`src/rtl/conv_ctrl_regs_if.sv`:
```
// AXI4-Lite slave bus bundle for the convolution control registers.
interface conv_ctrl_regs_if #(
    parameter int DATA_WIDTH = 32,
    parameter int ADDR_WIDTH = 10
);
    logic [ADDR_WIDTH-1:0] awaddr;
    logic                  awvalid;
    logic                  awready;
    logic [DATA_WIDTH-1:0] wdata;
    logic                  wvalid;
    logic                  wready;
    logic [1:0]            bresp;
    logic                  bvalid;
    logic                  bready;
    logic [ADDR_WIDTH-1:0] araddr;
    logic                  arvalid;
    logic                  arready;
    logic [DATA_WIDTH-1:0] rdata;
    logic [1:0]            rresp;
    logic                  rvalid;
    logic                  rready;

    modport master (
        output awaddr, awvalid, wdata, wvalid, bready, araddr, arvalid, rready,
        input  awready, wready, bresp, bvalid, arready, rdata, rresp, rvalid
    );

    modport slave (
        input  awaddr, awvalid, wdata, wvalid, bready, araddr, arvalid, rready,
        output awready, wready, bresp, bvalid, arready, rdata, rresp, rvalid
    );
endinterface

```
`src/rtl/conv_ctrl_regs.sv`:
```
// Register file and frame sequencer for the convolution datapath: kernel
// coefficients, frame length, control/status, and one-frame run-enable per START.
module conv_ctrl_regs #(
    parameter int DATA_WIDTH  = 32,
    parameter int ADDR_WIDTH  = 10,
    parameter int COEFF_WIDTH = 8
) (
    input  logic                     axi_clk,
    input  logic                     axi_reset_n,
    conv_ctrl_regs_if.slave          s_axi,
    input  logic                     beat_accepted,
    output logic                     conv_enable,
    output logic [9*COEFF_WIDTH-1:0] coeff_flat,
    output logic                     irq
);
    localparam logic [1:0] RESP_OKAY   = 2'b00;
    localparam logic [1:0] RESP_SLVERR = 2'b10;

    typedef enum logic {IDLE, RUN} state_t;
    state_t state, state_next;

    logic                          irq_en;
    logic                          done;
    logic [DATA_WIDTH-1:0]         frame_len;
    logic [DATA_WIDTH-1:0]         beat_count;
    logic signed [COEFF_WIDTH-1:0] coeff [9];

    logic                  busy;
    logic                  wr_start, wr_hs, rd_start, rd_hs;
    logic [3:0]            wr_idx, rd_idx;
    logic                  wr_cfg, wr_err, wr_cfg_en;
    logic                  start_cmd, soft_clr, done_w1c;
    logic                  done_set, cnt_clr, cnt_inc;
    logic [DATA_WIDTH-1:0] rd_word;
    logic [1:0]            rd_resp;
    logic                  unused_addr;

    function automatic logic [DATA_WIDTH-1:0] sign_extend(input logic signed [COEFF_WIDTH-1:0] c);
        return {{(DATA_WIDTH-COEFF_WIDTH){c[COEFF_WIDTH-1]}}, c};
    endfunction

    assign busy        = (state == RUN);
    assign conv_enable = busy;
    assign unused_addr = ^{s_axi.awaddr[ADDR_WIDTH-1:6], s_axi.awaddr[1:0],
                           s_axi.araddr[ADDR_WIDTH-1:6], s_axi.araddr[1:0]};

    // Write decode: configuration registers are frozen while a frame runs
    assign wr_idx    = s_axi.awaddr[5:2];
    assign wr_start  = s_axi.awvalid & s_axi.wvalid & ~s_axi.bvalid & ~s_axi.awready;
    assign wr_hs     = s_axi.awvalid & s_axi.awready & s_axi.wvalid & s_axi.wready;
    assign wr_cfg    = (wr_idx == 4'd2) || ((wr_idx >= 4'd4) && (wr_idx <= 4'd12));
    assign wr_err    = (wr_idx > 4'd12) || (wr_cfg && busy);
    assign wr_cfg_en = wr_hs & wr_cfg & ~busy;
    assign start_cmd = wr_hs & (wr_idx == 4'd0) & s_axi.wdata[0];
    assign soft_clr  = wr_hs & (wr_idx == 4'd0) & s_axi.wdata[2];
    assign done_w1c  = wr_hs & (wr_idx == 4'd1) & s_axi.wdata[1];

    always_ff @(posedge axi_clk or negedge axi_reset_n) begin
        if (!axi_reset_n) state <= IDLE;
        else              state <= state_next;
    end

    always_comb begin
        state_next = state;
        done_set   = 1'b0;
        cnt_clr    = 1'b0;
        cnt_inc    = 1'b0;
        if (soft_clr) begin
            state_next = IDLE;
            cnt_clr    = 1'b1;
        end else begin
            case (state)
                IDLE: begin
                    if (start_cmd) begin
                        if (frame_len != '0) begin
                            state_next = RUN;
                            cnt_clr    = 1'b1;
                        end else begin
                            done_set = 1'b1;
                        end
                    end
                end
                RUN: begin
                    if (beat_accepted) begin
                        cnt_inc = 1'b1;
                        if ((beat_count + DATA_WIDTH'(1)) == frame_len) begin
                            done_set   = 1'b1;
                            state_next = IDLE;
                        end
                    end
                end
                default: state_next = IDLE;
            endcase
        end
    end

    // A sequencer set of DONE outranks a simultaneous W1C
    always_ff @(posedge axi_clk or negedge axi_reset_n) begin
        if (!axi_reset_n) begin
            beat_count <= '0;
            done       <= 1'b0;
            irq        <= 1'b0;
        end else begin
            if (cnt_clr)      beat_count <= '0;
            else if (cnt_inc) beat_count <= beat_count + DATA_WIDTH'(1);
            if (soft_clr)      done <= 1'b0;
            else if (done_set) done <= 1'b1;
            else if (done_w1c) done <= 1'b0;
            irq <= done & irq_en;
        end
    end

    always_ff @(posedge axi_clk or negedge axi_reset_n) begin
        if (!axi_reset_n) begin
            irq_en    <= 1'b0;
            frame_len <= '0;
            for (int i = 0; i < 9; i++) coeff[i] <= '0;
        end else begin
            if (wr_hs && (wr_idx == 4'd0)) irq_en <= s_axi.wdata[1];
            if (wr_cfg_en) begin
                if (wr_idx == 4'd2) frame_len <= s_axi.wdata;
                else                coeff[wr_idx - 4'd4] <= s_axi.wdata[COEFF_WIDTH-1:0];
            end
        end
    end

    always_comb begin
        coeff_flat = '0;
        for (int i = 0; i < 9; i++) coeff_flat[i*COEFF_WIDTH +: COEFF_WIDTH] = coeff[i];
    end

    always_ff @(posedge axi_clk or negedge axi_reset_n) begin
        if (!axi_reset_n) begin
            s_axi.awready <= 1'b0;
            s_axi.wready  <= 1'b0;
            s_axi.bvalid  <= 1'b0;
            s_axi.bresp   <= RESP_OKAY;
        end else begin
            s_axi.awready <= wr_start;
            s_axi.wready  <= wr_start;
            if (s_axi.bvalid && s_axi.bready) s_axi.bvalid <= 1'b0;
            if (wr_hs) begin
                s_axi.bvalid <= 1'b1;
                s_axi.bresp  <= wr_err ? RESP_SLVERR : RESP_OKAY;
            end
        end
    end

    // Read path: decode sampled at the address handshake, held until rready
    assign rd_idx   = s_axi.araddr[5:2];
    assign rd_start = s_axi.arvalid & ~s_axi.rvalid & ~s_axi.arready;
    assign rd_hs    = s_axi.arvalid & s_axi.arready;

    always_comb begin
        rd_word = '0;
        rd_resp = RESP_OKAY;
        case (rd_idx)
            4'd0: rd_word[1]   = irq_en;
            4'd1: rd_word[1:0] = {done, busy};
            4'd2: rd_word      = frame_len;
            4'd3: rd_word      = beat_count;
            4'd4, 4'd5, 4'd6, 4'd7, 4'd8, 4'd9, 4'd10, 4'd11, 4'd12:
                  rd_word      = sign_extend(coeff[rd_idx - 4'd4]);
            default: rd_resp   = RESP_SLVERR;
        endcase
    end

    always_ff @(posedge axi_clk or negedge axi_reset_n) begin
        if (!axi_reset_n) begin
            s_axi.arready <= 1'b0;
            s_axi.rvalid  <= 1'b0;
            s_axi.rdata   <= '0;
            s_axi.rresp   <= RESP_OKAY;
        end else begin
            s_axi.arready <= rd_start;
            if (s_axi.rvalid && s_axi.rready) s_axi.rvalid <= 1'b0;
            if (rd_hs) begin
                s_axi.rvalid <= 1'b1;
                s_axi.rdata  <= rd_word;
                s_axi.rresp  <= rd_resp;
            end
        end
    end
endmodule

```
`src/flat_wrapper.sv`:
```
// flat-port wrapper written by rule: the top's interface ports become plain ports
module conv_ctrl_regs_flat 
#(
    parameter int DATA_WIDTH  = 32,
    parameter int ADDR_WIDTH  = 10,
    parameter int COEFF_WIDTH = 8
)
  (axi_clk, axi_reset_n, beat_accepted, conv_enable, coeff_flat, irq, s_axi_awaddr, s_axi_awvalid, s_axi_wdata, s_axi_wvalid, s_axi_bready, s_axi_araddr, s_axi_arvalid, s_axi_rready, s_axi_awready, s_axi_wready, s_axi_bresp, s_axi_bvalid, s_axi_arready, s_axi_rdata, s_axi_rresp, s_axi_rvalid);
  conv_ctrl_regs_if #(.DATA_WIDTH(DATA_WIDTH), .ADDR_WIDTH(ADDR_WIDTH)) s_axi_i ();
  input  logic axi_clk;
  input  logic axi_reset_n;
  input  logic beat_accepted;
  output logic conv_enable;
  output logic [9*COEFF_WIDTH-1:0] coeff_flat;
  output logic irq;
  input wire logic [$bits(s_axi_i.awaddr)-1:0] s_axi_awaddr;
  input wire logic [$bits(s_axi_i.awvalid)-1:0] s_axi_awvalid;
  input wire logic [$bits(s_axi_i.wdata)-1:0] s_axi_wdata;
  input wire logic [$bits(s_axi_i.wvalid)-1:0] s_axi_wvalid;
  input wire logic [$bits(s_axi_i.bready)-1:0] s_axi_bready;
  input wire logic [$bits(s_axi_i.araddr)-1:0] s_axi_araddr;
  input wire logic [$bits(s_axi_i.arvalid)-1:0] s_axi_arvalid;
  input wire logic [$bits(s_axi_i.rready)-1:0] s_axi_rready;
  output wire logic [$bits(s_axi_i.awready)-1:0] s_axi_awready;
  output wire logic [$bits(s_axi_i.wready)-1:0] s_axi_wready;
  output wire logic [$bits(s_axi_i.bresp)-1:0] s_axi_bresp;
  output wire logic [$bits(s_axi_i.bvalid)-1:0] s_axi_bvalid;
  output wire logic [$bits(s_axi_i.arready)-1:0] s_axi_arready;
  output wire logic [$bits(s_axi_i.rdata)-1:0] s_axi_rdata;
  output wire logic [$bits(s_axi_i.rresp)-1:0] s_axi_rresp;
  output wire logic [$bits(s_axi_i.rvalid)-1:0] s_axi_rvalid;
  assign s_axi_i.awaddr = s_axi_awaddr;
  assign s_axi_i.awvalid = s_axi_awvalid;
  assign s_axi_i.wdata = s_axi_wdata;
  assign s_axi_i.wvalid = s_axi_wvalid;
  assign s_axi_i.bready = s_axi_bready;
  assign s_axi_i.araddr = s_axi_araddr;
  assign s_axi_i.arvalid = s_axi_arvalid;
  assign s_axi_i.rready = s_axi_rready;
  assign s_axi_awready = s_axi_i.awready;
  assign s_axi_wready = s_axi_i.wready;
  assign s_axi_bresp = s_axi_i.bresp;
  assign s_axi_bvalid = s_axi_i.bvalid;
  assign s_axi_arready = s_axi_i.arready;
  assign s_axi_rdata = s_axi_i.rdata;
  assign s_axi_rresp = s_axi_i.rresp;
  assign s_axi_rvalid = s_axi_i.rvalid;
  conv_ctrl_regs #(.DATA_WIDTH(DATA_WIDTH), .ADDR_WIDTH(ADDR_WIDTH), .COEFF_WIDTH(COEFF_WIDTH)) u_core (.axi_clk(axi_clk), .axi_reset_n(axi_reset_n), .s_axi(s_axi_i), .beat_accepted(beat_accepted), .conv_enable(conv_enable), .coeff_flat(coeff_flat), .irq(irq));
endmodule
```
`config.mk`:
```
export PLATFORM = sky130hd
export DESIGN_NAME = conv_ctrl_regs_flat
export DESIGN_NICKNAME = d
export VERILOG_FILES = /design/src/rtl/conv_ctrl_regs_if.sv /design/src/rtl/conv_ctrl_regs.sv /design/src/flat_wrapper.sv
export SDC_FILE = /design/constraint.sdc
export NUM_CORES = 1
export LEC_CHECK = 0
export BUFFER_PORTS_ARGS = -buffer_cell sky130_fd_sc_hd__buf_2
export CAP_MARGIN = 20
export CORE_MARGIN = 4
export CORE_UTILIZATION = 55
export CTS_BUF_LIST = sky130_fd_sc_hd__clkbuf_16
export CTS_CLUSTER_DIAMETER = 30
export DETAILED_ROUTE_END_ITERATION = 12
export PLACE_DENSITY = 0.79
export SYNTH_ARGS = -nofsm -noshare
export SYNTH_HDL_FRONTEND = slang
export SYNTH_SLANG_ARGS = --single-unit
```
`constraint.sdc`:
```
create_clock -name axi_clk -period 6.75 [get_ports axi_clk]
set_input_delay 1.35 -clock axi_clk [delete_from_list [all_inputs] [get_ports axi_clk]]
set_output_delay 1.35 -clock axi_clk [all_outputs]
set_load 0.05 [all_outputs]
```
==> key figures <==
Worst hold path
  • Hold Crit Class: reg -> reg

Global route
  • Vias in the first global route: approximately 7.4k
  • Pin count of the biggest net entering global routing: 108
  • Grt total ovfl: 0
  • Tot GR Track Use: between 20% and 30%
  • First-pass GRT wire length: approximately 41000 um
  • Initial antenna violation count: 0

Timing
  • Setup TNS: 0 ns
  • Final Max Tran Viols: 0
  • Final setup vio count: 0
  • Clk_skew: 0.01689 ns
  • Unrepaired setup endpoints after global routing: no
  • Final Hold Vio Count: 0
  • Final Critical Period: between 3 and 4 ns
  • Final worst-path cycle share: 54.61%
  • Headroom to the max-slew limit: between 30% and 40%
  • Fmax: 271.3 MHz
  • Worst-Margin Slew: 1.021 ns

Pwr
  • Max IR drop VDD: ~0.19 mV
  • Sw Pwr: slightly below 0.9 mW
  • Leakage Power: between 5 and 6 nW
  • Sw frac: between 30% and 40%
  • Internal power: roughly 1.8 mW
  • Power Dens Cells: approximately 250 mW/mm^2
  • Comb pwr share: between 15 and 20%
  • Power share of the clock group: approximately two fifths
  • Seq pwr share: 44.4%

CTS
  • Worst-skew pair later-pin latency: around 0.46 ns
  • # H-tree levels: 4
  • CTS Sinks: 178
  • CTS tree: done
  • Clk Tree Root Cell: clkbuf_16
  • Post-cts sizing count: 0
  • Postcts setup bufs: 0
  • Post-CTS Hold Buffers: 0
  • Reg clk slew, reported paths: 0.07 ns
  • CTS max path bufs: 2
  • Total CTS buffers: 17

Floorplanning
  • DIE HEIGHT: between 100 and 150 um
  • Horiz. Die Dim: ~140 um
  • I/O pin count: between 150 and 200
  • # rows: 47
  • Die area: roughly 0.019 mm^2
  • Initial Util: between 50 and 60%
  • Placeable Area: ~0.017 mm^2

Finish
  • Util after Layout: between 60 and 70%
  • Commonest non-fill, non-tap cell in the layout: dfrtp_1
  • Area grow syn2layout: 16.11%
  • Post-route insts no fill: roughly 1.2k
  • Antenna Cells: 0
  • NumNets Final: just over 1k
  • Commonest non-fill, non-tap cells in the layout: dfrtp_1, buf_2, mux2_2
  • Share of cells above drive strength 1: roughly a third
  • FILL cells: 1249

Synth
  • Seq/Total Area, Yosys: around half
  • Synth Instances: 840
  • Synth area leaders: dfrtp_1, mux2_2, mux4_2, xnor2_1, nand2_1
  • Average cell area after synthesis: around 11 um^2
  • Distinct cells, synth: 62
  • Dominant synthesized flop cell: dfrtp_1
  • Synth area leader: dfrtp_1
  • Synth Warn #: 0
  • Synth Cell Area: 0.009218 mm^2
  • Post-synth top area share: 48.32%
  • Number of synthesized flops with an enable pin: 0
  • Number of synthesized register bits: roughly 180
  • Fraction of registers with async set or reset after synthesis: 100.0%

Drt
  • Drt wl/cell: ~22 um
  • Total wire length: 25700 um
  • Antenna-violating nets left: 0
  • DR pass1 iterations: 5
  • Drt drc: 0
  • Starting DRT DRC Count: 715
  • Vias per inst: roughly 6.2
  • Via count: 7378

Placement
  • Placed insts: approximately 1.2k
  • Placer Congestion: roughly 0.94
  • Final HPWL DP: between 15000 and 20000 um
  • Port bufs: between 150 and 200

Setup path
  • Crit end category: register
  • Crit Path Class: in -> reg
  • Worst-path fanout max: 25
  • Flop2flop setup slack: around 3.2 ns
  • CP Launch Type: input pin
  • Crit path DAT: about 4 ns
  • CP required: between 7 and 8 ns

Flow run
  • Max-cap viol count: 0

Run status
  • Status: completed
## state kept, by name (all words and copies together), names as in the netlist, 32 cells and up
name,count
u_core.coeff_flat,72
u_core.beat_count,32
u_core.frame_len,32
u_core.s_axi.rdata,32
## worst max-delay path, stage by stage
cell	delay (ns)
buf_2	0.12
clkinv_1	0.26
ha_1	0.51
nor3_1	0.69
a22oi_1	0.17
nor2_1	0.14
a21oi_1	0.05
nor2_1	0.11
buf_4	0.31
a221oi_1	0.12
o21ai_0	0.21
## kinds of logic after synthesis
logic type               synth area share (%)
adder cells (fa/ha/maj)                0.6787
flip-flops                              48.32
XOR/XNOR                                6.841
buffers and inverters                   3.774
AND/OR/NAND/NOR                         13.37
other                                 0.04068
multiplexers                            17.35
AO/OA/AOI/OAI                           9.624
## layer usage
| layer | routed length (um) | GRT usage (%) | part of all wire (%) | up-vias |
|---|---|---|---|---|
| met4 | 536 | 9.035 | 2.1 | 0 |
| met2 | 12510 | 45.04 | 49 | 305 |
| met3 | 2150 | 7.670 | 8.4 | 40 |
| met1 | 10500 | 37.12 | 41 | 3743 |
| li1 | - | - | - | 3290 |
| met5 | 0 | 0 | 0 | - |
## synthesized netlist by cell type (all sizes together), types with 7 or more instances
cell type / count
nor2: 66
dfrtp: 178
mux2: 108
buf: 34
a22oi: 11
a31oi: 7
a221oi: 25
clkbuf: 37
xnor2: 41
inv: 8
nor3: 15
xor2: 31
o21ai: 49
nand3: 20
a21oi: 11
nand2: 76
nand4: 22
mux4: 17
nor4: 19
## power groups by stage
stage / clock (mW) / sequential (mW) / combinational, mW
finish: 1.04 / 1.19 / 0.459
global route: 1.09 / 1.20 / 0.490
CTS: 1.05 / 1.19 / 0.458
detailed placement: 0 / 1.21 / 0.455
global placement: 0 / 1.21 / 0.449
floorplan: 0 / 1.33 / 0.188
## path summary, 6_finish.rpt
check,from,end,cells past startpoint
worst max-delay path,s_axi_araddr[4],u_core.s_axi.rdata[21],11
worst min-delay path,u_core.s_axi.rvalid,u_core.s_axi.arready,1
worst max register to register,u_core.beat_count[0],u_core.conv_enable,9
worst min register to register,u_core.s_axi.rvalid,u_core.s_axi.arready,1
max in group asynchronous,axi_reset_n,u_core.beat_count[13],2
min in group asynchronous,axi_reset_n,u_core.coeff_flat[0],1
## final cells by class
| class | count | area (um^2) | share of cell area (%) |
|---|---|---|---|
| clock buffers | 17 | 425.4 | 3.975 |
| inverters | 9 | 33.78 | 0.3156 |
| repair buffers | 167 | 879.6 | 8.218 |
| multi-input cells | 583 | 4422 | 41.31 |
| well taps | 220 | 275.3 | 2.572 |
| flip-flops and latches | 178 | 4454 | 41.62 |
| clock inverters | 15 | 212.7 | 1.987 |
## per-stage QoR
stage	worst slack, ns	power (mW)	instance area, um^2	hold slack [ns]
floorplan	3.160	1.522	9221	0.4700
global placement	2.778	1.656	10040	0.4380
detailed placement	2.722	1.666	10040	0.4423
CTS	3.092	2.697	10680	0.4535
global route	2.771	2.783	10700	0.4836
finish	3.064	2.687	10700	0.4482
(Power assumes the default switching activity.)
